[config.mk]
export PLATFORM = sky130hd
export DESIGN_NAME = ir_prefetch_queue
export DESIGN_NICKNAME = d
export VERILOG_FILES = /design/src/rtl/ir_prefetch_queue.sv
export SDC_FILE = /design/constraint.sdc
export NUM_CORES = 1
export LEC_CHECK = 0
export CAP_MARGIN = 20
export CORE_MARGIN = 5
export CORE_UTILIZATION = 51
export CTS_CLUSTER_SIZE = 20
export DETAILED_ROUTE_END_ITERATION = 16
export HOLD_SLACK_MARGIN = 0.02
export PLACE_DENSITY_LB_ADDON = 0.05
export SLEW_MARGIN = 5
export SYNTH_ARGS = -nofsm -noshare
export SYNTH_HDL_FRONTEND = slang
export SYNTH_SLANG_ARGS = --single-unit
[constraint.sdc]
create_clock -name clk -period 3.2 [get_ports clk]
set_input_delay 0.32 -clock clk [delete_from_list [all_inputs] [get_ports clk]]
set_output_delay 0.32 -clock clk [all_outputs]
set_load 0.005 [all_outputs]
[src/rtl/ir_prefetch_queue.sv]
// ir_prefetch_queue: DEPTH-entry instruction prefetch queue; the head is the current IR, split into opcode/operand.
// Latency: a word pushed at edge N is on the head after edge N; a pop at edge N exposes the next entry after edge N; no bypass.
// Backpressure: in_ready drops when full, during flush or during reset; a same-cycle pop never frees a slot for a push.
// Optional feature macro: IR_PARITY_EN adds in_par (even parity of in_instr, stored per entry) and par_err on the head.
module ir_prefetch_queue #(
   parameter int IW    = 16,
   parameter int OPW   = 6,
   parameter int DEPTH = 4
) (
   input  logic                      clk,
   input  logic                      rst,
   input  logic                      in_valid,
   input  logic [IW-1:0]             in_instr,
   output logic                      in_ready,
   input  logic                      advance,
   input  logic                      flush,
   output logic                      ir_valid,
   output logic [OPW-1:0]            opcode,
   output logic [IW-OPW-1:0]         operand,
   output logic [$clog2(DEPTH):0]    count
`ifdef IR_PARITY_EN
   ,
   input  logic                      in_par,
   output logic                      par_err
`endif
);

   localparam int AW = $clog2(DEPTH);
   localparam int CW = AW + 1;
   localparam logic [CW-1:0] FULL_CNT = CW'(DEPTH);

   // Instruction storage; contents are don't-care until written, so no reset.
   logic [IW-1:0] mem [DEPTH];
`ifdef IR_PARITY_EN
   logic          par_mem [DEPTH];
`endif

   logic [AW-1:0] wp;
   logic [AW-1:0] rp;
   logic [CW-1:0] cnt;
   logic          push;
   logic          pop;
   logic [IW-1:0] head_word;

   // Accept only when there is a free slot right now; flush and reset both close the input.
   always_comb begin
      in_ready = !rst && !flush && (cnt < FULL_CNT);
      push     = in_valid && in_ready;
      ir_valid = (cnt != '0);
      pop      = advance && ir_valid && !flush;
   end

   // Pointer and occupancy bookkeeping; reset wins over flush, flush wins over push/pop.
   always_ff @(posedge clk) begin
      if (rst) begin
         wp  <= '0;
         rp  <= '0;
         cnt <= '0;
      end else if (flush) begin
         wp  <= '0;
         rp  <= '0;
         cnt <= '0;
      end else begin
         if (push) begin
            wp <= wp + AW'(1);
         end
         if (pop) begin
            rp <= rp + AW'(1);
         end
         if (push && !pop) begin
            cnt <= cnt + CW'(1);
         end else if (pop && !push) begin
            cnt <= cnt - CW'(1);
         end
      end
   end

   // Write the accepted word (and its parity bit) into the tail slot.
   always_ff @(posedge clk) begin
      if (push) begin
         mem[wp] <= in_instr;
`ifdef IR_PARITY_EN
         par_mem[wp] <= in_par;
`endif
      end
   end

   // Present the head split into fields, forced to zero while the queue is empty.
   always_comb begin
      head_word = mem[rp];
      opcode    = '0;
      operand   = '0;
      if (ir_valid) begin
         opcode  = head_word[IW-1:IW-OPW];
         operand = head_word[IW-OPW-1:0];
      end
   end

`ifdef IR_PARITY_EN
   // Even parity over word plus stored bit must be zero; anything else flags the head.
   always_comb begin
      par_err = ir_valid && ((^head_word) ^ par_mem[rp]);
   end
`endif

   assign count = cnt;

endmodule

==> impl_metrics.tcl <==
set metrics [dict create \
    synth_area_per_cell_um2 19.6 \
    yosys_warnings 0 \
    h-tree-depth 3 \
    cts.hold.buffers_added 0 \
    maxSlewViolCount 0 \
    worst_ep_required_time_ns 2.88 \
    endpoint "operand[7]" \
    arrival_ns 2.30 \
    grt_pass1_wl_mm 8.22 \
    dieWidth_um 85.9 \
    wl_per_cell_um 18.1 \
    dpl_cell_area_um2 3440 \
    drt-initial-drc-count 90 \
    ys_seq_area_share_pct 71.5 \
    insertion_delay_ns 0.33 \
    hold_path_depth 2 \
    r2r_start "count[2]" \
    core_area_um2 5540 \
    worstMarginPinSlew_ns 0.776 \
    stdcell_area_um2 3590 \
    synth-compound-area-share_pct 1.19 \
    leakage_nw 1.17 \
    cts.repair.resized 0 \
    vias 1456 \
    tritoncts "yes" \
    clock_sinks 73 \
    final_common_cell "edfxtp_1" \
    cts_max_path_buffers 2 \
    placementRows 27 \
    yosys_register_bits 73 \
    ys_types 26 \
    root_buffer "clkbuf_8" \
    fin_setup_tns_ns 0 \
    max_cap_violations 0 \
    synth_simple_gate_area_share_pct 7.78 \
    max_freq_mhz 382 \
    grt_max_degree 20 \
    period_needed_ns 2.62 \
    synthAdderAreaFrac_pct 2.81 \
    slew_headroom_pct 48.2 \
    cts_setup_buffers 0 \
    ant_nets 0 \
    finalHoldViolations 0 \
    p_total_mw 1.74 \
    end_kind "output port" \
    mostFrequentLayoutCells "edfxtp_1, clkdlybuf4s50_1, nor2b_1" \
    die_h_um 85.9 \
    setup_viol 0 \
    diodes 0 \
    ff2ff_path_depth 7 \
    cp_max_fo 12 \
    irDropWorstVdd_uv 310 \
    port_buffers 41 \
    drive_above_1_share_pct 16.5 \
    synth_xor_area_share_pct 1.19 \
    area_delta_synth_final_pct 22.0 \
    nNetsFinal 229 \
    hold_ws_ns 0.544 \
    hpwl_mm 3.46 \
    globalplace.congestion 0.827 \
    viasPerCell 5.24 \
    drcViolationCount 0 \
    cts_buffers 9 \
    synth_top_family_by_area "multiplexers" \
    fin_ws_ns 0.585 \
    die_area_um2 7390 \
    grt_pass1_vias 1633 \
    utilization_pct 64.8 \
    track_usage_pct 15.5 \
    synth_cells 150 \
    overflow 0 \
    ios 42 \
    power.density_nw_per_um2 484 \
    synth_nets 177 \
    dp_slack_ns 0.528 \
    path_class "reg2out" \
    drt_pass1_iterations 4 \
    synth_mux_area_share_pct 13.4 \
    antenna_found_initial 0 \
    startpoint_type "flop" \
    worst_r2r_endpoint "count[2]" \
    initial_core_util_pct 53.1 \
    fin_worst_skew_ns 0.00569 \
    clk_pin_slew_ns 0.06 \
    r2r_slack_ns 0.90 \
    min_period_over_period_pct 81.7 \
    rsz0062_at_grt "false" \
    synth_area_um2 2940 \
    outcome "finished clean" \
    routed_wirelength_mm 5.04 \
    instances_no_fill 278 \
    hold_class "reg2reg" \
    placed_cells 263 \
]
[routing by layer]
metal	vias up	routed length, um	global-route usage [%]
met1	718	2010	17.0
met5	-	0	0
met2	41	2650	26.8
met3	11	273	5.28
li1	686	-	-
met4	0	110	7.34
[worst max-delay path: stages, from the launching register on]
cell and delay, ns:
dfxtp_1 0.46, buf_4 0.32, mux4_1 0.59, nor2b_1 0.15
clkdlybuf4s50_1 0.45
[cell type report]
type / count / area (um^2)
tap: 72 / 90.1
timing repair buffer: 47 / 455
clock buffer: 11 / 131
multi-input combinational: 67 / 774
sequential: 73 / 2100
fill: 405 / 1950
clock inverter: 4 / 21.3
inverter: 4 / 15.0
[worst min-delay path by stage]
stage / start / end / slack, ns
floorplan: in_instr[0] / mem[0][0] / 0.42
global placement: rp[1] / flop / 0.47
detailed placement: rp[0] / rp[0] / 0.53
CTS: rp[1] / rp[1] / 0.55
global route: rp[1] / rp[1] / 0.57
finish: rp[1] / rp[1] / 0.54
[kinds of logic (layout without fill, tap and decap cells)]
logic type,after synthesis,count (layout)
flops,73,73
fa+ha+maj,6,6
xor+xnor,4,4
mux,17,17
simple gates,34,34
buf+inv,10,66
compound gates,6,6
[flip-flops by register name (all words and copies together), names as in the netlist, named ones only]
| register | count |
|---|---|
| count | 3 |
| mem | 64 |
| wp | 2 |
| rp | 2 |
[cell usage after synthesis]
library cell	instances	share of area, %
nor2_1	6	0.77
nor3_2	1	0.34
edfxtp_1	64	65
xnor2_1	1	0.30
mux4_2	10	7.7
ha_1	5	2.1
nand2_1	2	0.26
inv_1	4	0.51
nor4b_4	1	0.81
clkbuf_1	1	0.13
nor2b_4	2	0.94
fa_1	1	0.68
dfxtp_1	9	6.1
buf_2	3	0.51
or3_1	2	0.43
buf_12	1	0.68
xor2_1	3	0.89
or2_2	2	0.43
mux2i_1	1	0.34
o31ai_1	2	0.51
a21oi_1	2	0.34
and2_1	4	0.85
nor2b_1	14	3.0
mux4_1	6	5.4
buf_6	1	0.38
o21ai_0	2	0.34
[power by group]
part,leakage [nW],switching [mW],internal [mW]
sequential,0.651,0.00535,1.04
clock,0.0766,0.299,0.272
combinational,0.447,0.0468,0.0694
total,1.17,0.352,1.39
Power figures use the tool's default switching activity.
